## src/rtl/game_controller.sv

```systemverilog
`default_nettype none
// ============================================================================
//  Module   : game_controller
//  Purpose  : Player-movement sequencer feeding the image renderer. Turns
//             one-cycle key-edge pulses into a committed direction (with a
//             no-reverse rule), steps the player once per game tick, detects
//             wall collisions and runs the IDLE/PLAYING/PAUSED/DEAD state
//             machine.
//  Ports    : clk        - system clock
//             rst        - asynchronous active-low reset
//             edge_key   - one-cycle key pulses, [3]=R [2]=D [1]=U [0]=L
//             pause      - one-cycle pause/resume pulse
//             game_tick  - one-cycle movement strobe
//             game_state - 0=IDLE 1=PLAYING 2=PAUSED 3=DEAD
//             direction  - committed direction, 0=none 1=R 2=D 4=U 8=L
//             playerX    - player left edge, pixels
//             playerY    - player top edge, pixels
//             score      - ticks survived, saturating
//  Revision : 1.0 - initial release
// ============================================================================
module game_controller #(
   parameter int SCREEN_W    = 640,
   parameter int SCREEN_H    = 480,
   parameter int PLAYER_SIZE = 20,
   parameter int STEP        = 5,
   parameter int START_X     = 310,
   parameter int START_Y     = 230,
   parameter int DEAD_HOLD   = 50
) (
   input  logic        clk,
   input  logic        rst,
   input  logic [3:0]  edge_key,
   input  logic        pause,
   input  logic        game_tick,
   output logic [3:0]  game_state,
   output logic [3:0]  direction,
   output logic [15:0] playerX,
   output logic [15:0] playerY,
   output logic [15:0] score
);

   // ------------------------------------------------------------------------
   // Constants
   // ------------------------------------------------------------------------
   typedef enum logic [3:0] {
      S_IDLE    = 4'd0,
      S_PLAYING = 4'd1,
      S_PAUSED  = 4'd2,
      S_DEAD    = 4'd3
   } state_t;

   localparam logic [3:0] c_DIR_NONE = 4'd0;
   localparam logic [3:0] c_DIR_R    = 4'd1;
   localparam logic [3:0] c_DIR_D    = 4'd2;
   localparam logic [3:0] c_DIR_U    = 4'd4;
   localparam logic [3:0] c_DIR_L    = 4'd8;

   localparam logic [15:0] c_START_X = 16'(START_X);
   localparam logic [15:0] c_START_Y = 16'(START_Y);

   // Position arithmetic is done in signed 17-bit so that a step left/up
   // from a coordinate below STEP goes negative instead of wrapping.
   localparam logic signed [16:0] c_STEP  = 17'(STEP);
   localparam logic signed [16:0] c_X_MAX = 17'(SCREEN_W - PLAYER_SIZE);
   localparam logic signed [16:0] c_Y_MAX = 17'(SCREEN_H - PLAYER_SIZE);

   localparam int HOLD_W = (DEAD_HOLD > 1) ? $clog2(DEAD_HOLD) : 1;
   localparam logic [HOLD_W-1:0] c_HOLD_LAST = HOLD_W'(DEAD_HOLD - 1);

   // ------------------------------------------------------------------------
   // State
   // ------------------------------------------------------------------------
   state_t              state_q, state_d;
   logic [3:0]          dir_q, dir_d;
   logic [3:0]          pend_q, pend_d;
   logic [15:0]         x_q, x_d;
   logic [15:0]         y_q, y_d;
   logic [15:0]         score_q, score_d;
   logic [HOLD_W-1:0]   hold_q, hold_d;

   // One-hot direction codes are mirror images of their opposites
   // (R=0001 <-> L=1000, D=0010 <-> U=0100), so a bit reversal gives
   // the reverse direction; "none" maps to itself.
   function automatic logic [3:0] f_opposite(input logic [3:0] d);
      return {d[0], d[1], d[2], d[3]};
   endfunction

   // ------------------------------------------------------------------------
   // Key arbitration: R > D > L > U
   // ------------------------------------------------------------------------
   logic [3:0] key_win;
   logic [3:0] ref_dir;
   logic       key_ok;

   always_comb begin
      key_win = c_DIR_NONE;
      if (edge_key[3]) begin
         key_win = c_DIR_R;
      end else if (edge_key[2]) begin
         key_win = c_DIR_D;
      end else if (edge_key[0]) begin
         key_win = c_DIR_L;
      end else if (edge_key[1]) begin
         key_win = c_DIR_U;
      end
   end

   // On a tick the pending direction is about to be committed, so a new key
   // must be judged against it rather than the direction currently shown.
   assign ref_dir = game_tick ? pend_q : dir_q;
   assign key_ok  = (|edge_key) && (key_win != f_opposite(ref_dir));

   // ------------------------------------------------------------------------
   // Next-position evaluation (uses the direction being committed)
   // ------------------------------------------------------------------------
   logic signed [16:0] nx;
   logic signed [16:0] ny;
   logic               next_legal;

   always_comb begin
      nx = $signed({1'b0, x_q});
      ny = $signed({1'b0, y_q});
      case (pend_q)
         c_DIR_R: nx = $signed({1'b0, x_q}) + c_STEP;
         c_DIR_L: nx = $signed({1'b0, x_q}) - c_STEP;
         c_DIR_D: ny = $signed({1'b0, y_q}) + c_STEP;
         c_DIR_U: ny = $signed({1'b0, y_q}) - c_STEP;
         default: ;
      endcase
   end

   assign next_legal = (nx >= 17'sd0) && (nx <= c_X_MAX) &&
                       (ny >= 17'sd0) && (ny <= c_Y_MAX);

   // ------------------------------------------------------------------------
   // Game-state FSM: next-state and datapath updates
   // ------------------------------------------------------------------------
   always_comb begin
      state_d = state_q;
      dir_d   = dir_q;
      pend_d  = pend_q;
      x_d     = x_q;
      y_d     = y_q;
      score_d = score_q;
      hold_d  = hold_q;

      unique case (state_q)
         S_IDLE: begin
            x_d = c_START_X;
            y_d = c_START_Y;
            if (|edge_key) begin
               // First key starts the game without a reverse check.
               state_d = S_PLAYING;
               dir_d   = key_win;
               pend_d  = key_win;
               score_d = '0;
            end
         end

         S_PLAYING: begin
            if (key_ok) begin
               pend_d = key_win;
            end
            if (pause) begin
               // Pause beats a coincident tick: no commit, no move.
               state_d = S_PAUSED;
            end else if (game_tick) begin
               dir_d = pend_q;
               if (next_legal) begin
                  x_d = nx[15:0];
                  y_d = ny[15:0];
                  if (score_q != 16'hFFFF) begin
                     score_d = score_q + 16'd1;
                  end
               end else begin
                  state_d = S_DEAD;
                  hold_d  = '0;
               end
            end
         end

         S_PAUSED: begin
            if (pause) begin
               state_d = S_PLAYING;
            end
         end

         S_DEAD: begin
            if (game_tick) begin
               if (hold_q == c_HOLD_LAST) begin
                  // Score is left visible until the next game starts.
                  state_d = S_IDLE;
                  x_d     = c_START_X;
                  y_d     = c_START_Y;
                  dir_d   = c_DIR_NONE;
                  pend_d  = c_DIR_NONE;
                  hold_d  = '0;
               end else begin
                  hold_d = hold_q + 1'b1;
               end
            end
         end

         default: begin
            state_d = S_IDLE;
         end
      endcase
   end

   // ------------------------------------------------------------------------
   // Registers
   // ------------------------------------------------------------------------
   always_ff @(posedge clk or negedge rst) begin
      if (!rst) begin
         state_q <= S_IDLE;
         dir_q   <= c_DIR_NONE;
         pend_q  <= c_DIR_NONE;
         x_q     <= c_START_X;
         y_q     <= c_START_Y;
         score_q <= '0;
         hold_q  <= '0;
      end else begin
         state_q <= state_d;
         dir_q   <= dir_d;
         pend_q  <= pend_d;
         x_q     <= x_d;
         y_q     <= y_d;
         score_q <= score_d;
         hold_q  <= hold_d;
      end
   end

   assign game_state = state_q;
   assign direction  = dir_q;
   assign playerX    = x_q;
   assign playerY    = y_q;
   assign score      = score_q;

endmodule
`default_nettype wire

```

## config.mk

```make
export PLATFORM = sky130hd
export DESIGN_NAME = game_controller
export DESIGN_NICKNAME = d
export VERILOG_FILES = /design/src/rtl/game_controller.sv
export SDC_FILE = /design/constraint.sdc
export NUM_CORES = 1
export LEC_CHECK = 0
export CAP_MARGIN = 40
export CELL_PAD_IN_SITES_DETAIL_PLACEMENT = 1
export CELL_PAD_IN_SITES_GLOBAL_PLACEMENT = 1
export CORE_MARGIN = 4
export CORE_UTILIZATION = 31
export CTS_CLUSTER_SIZE = 10
export DETAILED_ROUTE_END_ITERATION = 8
export PLACE_DENSITY = 0.76
export SYNTH_ARGS = -nofsm -noshare
export SYNTH_HDL_FRONTEND = slang
export SYNTH_SLANG_ARGS = --single-unit
export TNS_END_PERCENT = 5
```

## constraint.sdc

```tcl
create_clock -name clk -period 4.55 [get_ports clk]
set_input_delay 0.91 -clock clk [delete_from_list [all_inputs] [get_ports clk]]
set_output_delay 0.91 -clock clk [all_outputs]
set_load 0.05 [all_outputs]
```

==> metrics.txt, run 1 <==
outcome=finished, final reports clean; GPL Wtd Cong=0.888; I/O Buffers=61; Synth area leaders=dfrtp_1, ha_1, dfstp_2, nand2_1, a21oi_1; CORE AREA=0.0174 sq mm; non-filler cells, final=984; Post-synth ARST share=100%; Top Metal Used=met4; Critical Path Start Type=flip-flop; Critical Path RT=4830 ps; Post-synth top flop=dfrtp_1; min Tclk post-route=4470 ps; Final #Nets=788; DR vias/cell=5.71; mean post-synth cell area=8.15 sq um; FMAX=223 MHz; P per Cell Area=558 mW/mm^2; Cell Area, Synth=0.00551 sq mm; cell count after synthesis=676; P_leak=3.01 nW; CTS tree=done; Setup Slack @ Placement=-63.4 ps; I/O pin count=64; post-DP HPWL=13.4 mm; FP Rows=48; unrepaired setup endpoints after global routing=true; Synth warnings=0; die width=141 microns; Post-Route WL=18.2 mm; synthesized flop and latch total=64; WHS=484 ps; first-pass GRT wire length=29.4 mm; met3 routed WL=608 microns; leading area contributor after synthesis=dfrtp_1; Crit Path Class=flip-flop to flip-flop; largest net degree at the start of global routing=30; Setup Skew=10.2 ps; metal2 WL=8.72 mm; Die Area=0.0200 sq mm; root buf cell=clkbuf_16; routed via count=5,618; antenna diode count=0; total power=3.92 mW; Setup-failing EPs final=0; Routed WL per cell=18.5 microns; most frequent cells in the layout=nand2_1, clkdlybuf4s50_1, nor2_1, dfrtp_1, buf_4; synth-to-layout area growth=27.8%; Worst-Skew Late Latency=350 ps; clk slew on worst S/H paths=60 ps; antenna violations before repair=0; Overflow after GRT=0; RR Startpoint=pend_q[3]; Arr. time, crit path=4750 ps; # clock sinks=64; critical path peak fanout=6; Yosys cell types=84; number of enable flip-flop cells after synthesis=0; Slew headroom=45.9%; layout cells sized above 1=16.3%; Starting Density=31.7%; Num CTS Buffers=9; First DRT Iteration DRCs=309; top-area cell type share of the netlist area=24.5%; R2R depth=17; met1 wire length=8.60 mm; Post-DP Area=0.00650 sq mm; final instance area=0.00704 sq mm; Slew Viols, Final=0; CP Capture Type=flip-flop; max-cap viol count=0; slew of the pin with the lowest slew margin=801 ps; Die H=141 microns; Routed Antenna Nets=0; sequential area share after synthesis=29.3%; TNS Setup=0 ps; Hold Path Class=primary input to async pin; Core Util, Final=40.5%; VDD IR max=0.414 mV; vias in the first global route=5,691; CTS H-Tree Depth=3; Fin. Hold Viols=0; final worst setup slack=75.5 ps; final cycle utilization of the critical path=98.3%; CTS max path bufs=2; DRC=0; Pre-Repair DR Iteration Count=5; Total GRT Usage=18.0%; Worst R2R Setup Slack=80 ps; # placed instances=956; commonest non-fill, non-tap cell in the layout=nand2_1; R2R Path End=playerX[2]
## cell type report
type	instances	area (sq um)
Fill cell	2040	10300
Tap cell	225	282
Clock inverter	5	80.1
Clock buffer	11	243
Timing Repair Buffer	111	1030
Sequential cell	64	1620
Inverter	28	108
Multi-Input combinational cell	540	3680
## registers in the layout (all words and copies together), names as in the netlist
signal and cells:
direction 4, hold_q 6, score 16, game_state 2, playerX 16, pend_q 4, playerY 16
## critical path: stages (launching register included)
cell       delay, ps
dfrtp_1          410
or2_1            260
or2_2            360
inv_4            100
buf_4            120
ha_1             230
a21o_1           180
a311o_1          350
a221oi_1         260
and4_1           230
nand4_1          110
a211oi_2         220
o211ai_1         210
nor4b_4          460
buf_12           180
nor3b_4          310
mux2i_1          270
a2bb2oi_2        150
## logic make-up (layout without fill, tap and decap cells)
logic type      Yosys count  after routing  synth area share (%)
mux                      23             23                  4.39
other cells               1              2                0.0681
compound gates          186            186                  23.2
xor+xnor                 29             29                  4.61
buf+inv                  73            155                  5.68
flops                    64             64                  29.3
simple gates            274            274                  26.7
fa+ha+maj                26             26                  6.04
## report_power, final
group,internal [mW],switching (mW)
clock network,0.493,0.264
logic,0.863,1.45
registers,0.679,0.179
total,2.04,1.89
## layer usage
metal,vias to the layer above,global-route usage [%]
met5,-,0
met4,0,5.86
met3,26,3.13
met2,106,30.0
met1,2805,23.8
li1,2681,-
## what timing repair did
action / 4_1_cts / 5_1_grt
resized for setup: 2 / 31
setup endpoints to repair: 7 / 22
gates cloned: 0 / 1
pin swaps: 0 / 13
hold buffers: 0 / 0
setup buffers: 1 / 10
## how the worst max path moves through the flow
stage          startpoint         end  slack (ps)  depth (start not counted)
2_1_floorplan   pend_q[3]  playerX[4]         240                         16
5_1_grt         pend_q[0]  playerX[2]        -140                         15
3_3_place_gp    pend_q[3]  playerX[4]         100                         17
3_5_place_dp    pend_q[0]  playerX[2]         -60                         16
4_1_cts         pend_q[0]  playerX[2]           1                         17
6_report        pend_q[3]  playerX[2]          80                         17
## synth_stat cells (4+ instances only)
| cell | n |
|---|---|
| nor4b_1 | 4 |
| a22o_1 | 6 |
| a31oi_1 | 7 |
| nor4_1 | 6 |
| o31ai_1 | 4 |
| nand3b_1 | 4 |
| buf_2 | 13 |
| or3_1 | 10 |
| o311ai_0 | 6 |
| a21o_1 | 7 |
| dfrtp_1 | 54 |
| or4_1 | 6 |
| nand3_1 | 32 |
| and3_1 | 21 |
| a21oi_1 | 44 |
| nor3_1 | 17 |
| nand4_1 | 17 |
| nand2_1 | 69 |
| a211o_1 | 5 |
| ha_1 | 25 |
| nor2_1 | 54 |
| xor2_1 | 18 |
| and2_1 | 6 |
| clkbuf_1 | 27 |
| mux2i_1 | 14 |
| dfstp_2 | 10 |
| xnor2_1 | 11 |
| o211ai_1 | 11 |
| a32oi_1 | 4 |
| inv_1 | 26 |
| o21ai_0 | 36 |
| nor3b_1 | 4 |
| o22ai_1 | 9 |
| mux2_2 | 7 |
| a211oi_1 | 7 |
(Power assumes the default switching activity.)
==> run 2, diff against run 1 <==
- SETUP_SLACK_MARGIN: default -> 0.3
==> run 2 against run 1 <==
  * Clock power hardly changed
  * Maximum frequency is 6.0% higher
  * Combinational power is 3% higher
  * Worst setup slack better by 250 ps
  * Flip-flop and latch count stayed put
  * Sequential share of layout area is 0.71 points lower
  * Register-to-register slack better by 250 ps
  * Hold slack better by 1.2 ps
  * Core utilization is 1.3 points higher
  * Critical path depth is 1 higher
  * Power is 1.9% higher
  * Highest routed layer unchanged
==> metrics.txt, run 2 (synthesis results as in run 1) <==
clk slew on worst S/H paths=60 ps (about the same); clock power share=19.0% (-0.3 points); met2 usage=31.9% (+2.0 points); Critical Path RT=4820 ps (about the same); Worst-Skew Late Latency=350 ps (about the same); layout cells sized above 1=20.1% (+3.8 points); Starting Density=31.7% (unchanged); switching portion of total power=48.7% (+0.62 points); TNS Setup=0 ps (unchanged); CTS max path bufs=2 (unchanged); largest net degree at the start of global routing=33 (+10%); Setup Slack @ Placement=-69.6 ps (-6.28 ps); GR Layer Usage met1=24.9% (+1.2 points); DR vias/cell=5.71 (about the same); Setup Skew=9.99 ps (-0.250 ps); Final #Nets=794 (+0.76%); Overflow after GRT=0 (unchanged); most frequent cells in the layout=nand2_1, clkdlybuf4s50_1, nor2_1, dfrtp_1, buf_4; Crit Path Class=flip-flop to flip-flop; I/O Buffers=61 (unchanged); critical path peak fanout=6 (unchanged); non-filler cells, final=990 (+0.61%); routed via count=5,651 (+0.59%); I/O pin count=64 (unchanged); R2R depth=18 (+1); First DRT Iteration DRCs=346 (+12%); Arr. time, crit path=4500 ps (-250 ps); sequential fraction of design power=21.5% (-0.4 points); VDD IR max=0.357 mV (-14%); FILL cells=2,009 (-1.5%); Logic pwr share=59.4% (+0.6 points); Num CTS Buffers=9 (unchanged); Routed WL per cell=19.3 microns (+4.5%); FMAX=237 MHz (+6.0%); FP Rows=48 (unchanged); Slew headroom=51.7% (+5.9 points); Hold Path Class=primary input to async pin; Critical Path Start Type=flip-flop; slew of the pin with the lowest slew margin=720 ps (-80.8 ps); Post-Route WL=19.1 mm (+5.1%); # clock sinks=64 (unchanged); GR peak layer=met2; final cycle utilization of the critical path=92.8% (-5.6 points); Slew Viols, Final=0 (unchanged); Setup-failing EPs final=0 (unchanged); P per Cell Area=551 mW/mm^2 (-1.3%); CTS tree=done; die width=141 microns (unchanged); Pre-Repair DR Iteration Count=5 (unchanged); outcome=finished, final reports clean; max-cap viol count=0 (unchanged); DRC=0 (unchanged); synth-to-layout area growth=31.8%; post-DP HPWL=13.3 mm (-0.89%); first-pass GRT wire length=31.1 mm (+5.8%); Total GRT Usage=19.0% (+0.99 points); GPL Wtd Cong=0.847 (-4.6%); min Tclk post-route=4220 ps (-253 ps); unrepaired setup endpoints after global routing=true; vias in the first global route=5,885 (+3.4%); CP Capture Type=flip-flop; root buf cell=clkbuf_16; Int Pwr=2.05 mW (+0.65%); met3 Use GR=3.13% (unchanged); Routed Antenna Nets=0 (unchanged); Die Area=0.0200 sq mm (unchanged); antenna violations before repair=0 (unchanged); P_leak=3.02 nW (+0.56%); Die H=141 microns (unchanged); # placed instances=951 (-0.52%); final worst setup slack=328 ps (+253 ps); commonest non-fill, non-tap cell in the layout=nand2_1; sw power=1.95 mW (+3.2%); CORE AREA=0.0174 sq mm (unchanged); CTS H-Tree Depth=3 (unchanged); Fin. Hold Viols=0 (unchanged); Core Util, Final=41.8% (+1.3 points); antenna diode count=0 (unchanged)
## run 2: timing repair
action,in CTS,in global routing
pin swaps,17,21
resized for setup,27,44
setup buffers,13,8
setup endpoints to repair,33,55
gates cloned,1,1
hold buffers,0,0
## run 2: final cells by class
class / instances / area, sq um / area share [%]
Clock buffer: 13 / 250 / 3.45
Sequential cell: 64 / 1620 / 22.3
Timing Repair Buffer: 115 / 1040 / 14.3
Multi-Input combinational cell: 541 / 3890 / 53.6
Clock inverter: 3 / 65.1 / 0.896
Timing Repair inverter: 1 / 7.51 / 0.103
Tap cell: 225 / 282 / 3.88
Inverter: 28 / 109 / 1.50
## run 2: per-stage QoR
stage,cell area (sq um),hold WS [ps],power (mW)
4_1_cts,6970,483,3.87
3_5_place_dp,6450,488,2.98
6_report,7260,485,4.00
3_3_place_gp,6430,486,2.93
2_1_floorplan,5510,489,2.30
5_1_grt,7260,508,4.24
## run 2: routing by layer
layer	part of all wire, %	vias to the layer above	routed length, microns
met5	0	-	0
met4	2.2	0	422
met3	3.3	33	638
met2	49	115	9410
met1	45	2812	8650
li1	-	2691	-
## run 2: power groups by stage
stage | combinational, mW | clock [mW] | sequential (mW)
4_1_cts | 2.24 | 0.773 | 0.855
2_1_floorplan | 1.31 | 0 | 0.993
3_3_place_gp | 2.08 | 0 | 0.853
5_1_grt | 2.57 | 0.796 | 0.879
6_report | 2.38 | 0.760 | 0.861
3_5_place_dp | 2.12 | 0 | 0.863
## run 2: critical path, stage by stage, from the launching register on
cell and delay, ps:
dfrtp_2 430, buf_4 150, nand2b_4 140, or2_4 280, clkinvlp_4 140, buf_6 160, ha_1 260, a21oi_2 220
o21ai_2 90, a211oi_2 230, nand4_1 120, a211o_1 320, a211oi_4 190, o211ai_1 220, nor4b_4 280, buf_6 170
nand2_2 80, or4_1 510, a21oi_2 170
## run 2: final timing paths
kind,from,end,slack (ps)
max,pend_q[1],score[8],330
min,rst,score[3],480
max reg2reg,pend_q[1],score[8],330
min reg2reg,playerY[6],playerY[6],500
max in group asynchronous,rst,hold_q[5],3460
min in group clk,playerY[6],playerY[6],500
==> run 3, diff against run 2 <==
- CORE_UTILIZATION: 31 -> 39
- CTS_CLUSTER_DIAMETER: default -> 120
- PLACE_DENSITY: 0.76 -> 0.9
==> run 3 against run 2 <==
  * Sequential power about the same
  * First-iteration DRC count increased by 19%
  * Register-to-register slack worse by 180 ps
  * Sequential share of layout area is 0.99 points higher
  * Global-route usage rose by 6.0 points
  * Maximum frequency down 4.1%
  * Routed wire length up 7.3%
  * Core utilization rose by 8.2 points
  * Critical path depth is the same
  * Combinational power grew 2%
  * Clock skew increased by 4.5 ps
  * Hold slack lost 44 ps
==> metrics.txt, run 3 (synthesis results as in run 1) <==
outcome=finished, final reports clean; largest net degree at the start of global routing=52 (+58%); Routed WL per cell=22.0 microns (+14%); Slew headroom=44.7% (-7.0 points); synth-to-layout area growth=26.1%; final cycle utilization of the critical path=96.7% (+3.9 points); max-cap viol count=0 (unchanged); Overflow after GRT=0 (unchanged); root buf cell=clkbuf_16; Slew Viols, Final=0 (unchanged); Setup-failing EPs final=0 (unchanged); Post-Route WL=20.5 mm (+7.3%); layout cells sized above 1=16.0% (-4.1 points); VDD IR max=0.461 mV (+29%); critical path peak fanout=6 (unchanged); # clock sinks=64 (unchanged); FP Rows=43 (-10%); Die H=127 microns (-10%); Post-CTS Hold Buffers=0 (unchanged); GPL Wtd Cong=0.972 (+15%); Critical Path RT=4810 ps (about the same); DR vias/cell=6.44 (+13%); post-DP HPWL=13.6 mm (+1.9%); critical-path cell list=or2_1 > or2_4 > clkinvlp_4 > buf_6 > ha_1 > and4_1 > o21ai_0 > o21ba_2 > o211ai_1 > nand4_1 > a211oi_4 > o211ai_1 > nor4b_4 > buf_12 > nor3b_4 > buf_6 > mux2i_1 > a21oi_1; die width=127 microns (-10%); Total GRT Usage=25.0% (+6.0 points); unrepaired setup endpoints after global routing=true; Setup Skew=14.5 ps (+4.54 ps); slowest cell on the critical path=dfrtp_2; CORE AREA=0.0139 sq mm (-20%); vias in the first global route=6,381 (+8.4%); Routed Antenna Nets=0 (unchanged); clock power share=17.7% (-1.3 points); Die Area=0.0161 sq mm (-19%); min Tclk post-route=4400 ps (+178 ps); I/O Buffers=61 (unchanged); Worst-Skew Late Latency=350 ps (about the same); Fin. Hold Viols=0 (unchanged); commonest non-fill, non-tap cell in the layout=nand2_1; sequential fraction of design power=21.6% (about the same); Slowest Stage Delay on Critical Path=430 ps (-80 ps); Crit Path Class=flip-flop to flip-flop; R2R depth=18 (unchanged); Critical Path Start Type=flip-flop; FMAX=227 MHz (-4.1%); clk slew on worst S/H paths=60 ps (about the same); CTS H-Tree Depth=3 (unchanged); Logic pwr share=60.7% (+1.3 points); antenna diode count=0 (unchanged); sw power=2.03 mW (+4.4%); antenna violations before repair=0 (unchanged); P per Cell Area=575 mW/mm^2 (+4.5%); routed via count=6,013 (+6.4%); DRC=0 (unchanged); I/O pin count=64 (unchanged); switching portion of total power=50.9% (+2.2 points); Worst R2R Setup Slack=150 ps (-180 ps); P_leak=2.93 nW (-3.1%); RR Startpoint=pend_q[3]; Hold Path Class=primary input to async pin; slew of the pin with the lowest slew margin=824 ps (+105 ps); Arr. time, crit path=4660 ps (+160 ps); first-pass GRT wire length=32.8 mm (+5.6%); CP Capture Type=flip-flop; buffers and inverters on the worst path=4 (unchanged); Core Util, Final=50.0% (+8.2 points); CP top delay family=simple AND/OR/NAND/NOR gates; WHS=441 ps (-43.8 ps); First DRT Iteration DRCs=411 (+19%); most frequent cells in the layout=nand2_1, clkdlybuf4s50_1, nor2_1, dfrtp_1, a21oi_1; Starting Density=39.7% (+7.9 points); R2R Path End=playerX[1]; CTS max path bufs=2 (unchanged); Int Pwr=1.96 mW (-4.3%); Final #Nets=783 (-1.4%); Num CTS Buffers=9 (unchanged); CTS tree=done; Pre-Repair DR Iteration Count=5 (unchanged)
==> run 3: worst max path at each step <==
| stage | to | depth (start not counted) | start |
|---|---|---|---|
| after floorplan | playerX[4] | 16 | pend_q[0] |
| final | playerX[1] | 18 | pend_q[3] |
| after global routing | playerX[1] | 17 | pend_q[0] |
| after global placement | playerX[4] | 16 | pend_q[3] |
| after detailed placement | playerX[2] | 16 | pend_q[3] |
| after CTS | playerX[1] | 18 | pend_q[3] |
==> run 3: cell type report <==
type	count	area [sq um]
clock buffer	9	225
clock inverter	7	72.6
fill	1665	6940
inverter	28	109
multi-input combinational	540	3730
sequential	64	1620
tap	180	225
timing repair buffer	105	956
timing repair inverter	1	5.00
==> run 3: timing repair <==
item                       CTS  global route
gates cloned                 1             0
hold endpoints to repair     0             0
pin swaps                    9             6
setup buffers               16             2
setup endpoints to repair   56            40
resized for setup           27            12
==> run 3: power by group through the flow <==
stage	registers, mW	logic [mW]	clock network (mW)
4_1_cts	0.853	2.32	0.717
3_3_place_gp	0.844	2.05	0
6_report	0.863	2.42	0.707
2_1_floorplan	0.993	1.31	0
3_5_place_dp	0.859	2.14	0
5_1_grt	0.878	2.58	0.739
==> run 3: per-layer routing <==
metal  vias up  routed length, microns  part of all wire [%]  track usage, %
met5         -                       0                     0               0
met4         0                     624                   3.0            10.1
met3        69                    1250                   6.1            4.51
met2       276                   10200                    50            43.3
met1      2998                    8430                    41            30.6
li1       2670                       -                     -               -
==> run 3: metrics by stage <==
stage / worst slack, ps / setup TNS (ps) / total power [mW] / std cells / instance area, sq um
global route: -17.3 / -28.4 / 4.20 / 934 / 6940
floorplan: 333 / 0 / 2.30 / 677 / 5510
detailed placement: -163 / -634 / 3.00 / 899 / 6340
finish: 150 / 0 / 3.99 / 934 / 6940
CTS: 305 / 0 / 3.89 / 932 / 6870
global placement: 43.5 / 0 / 2.89 / 899 / 6340
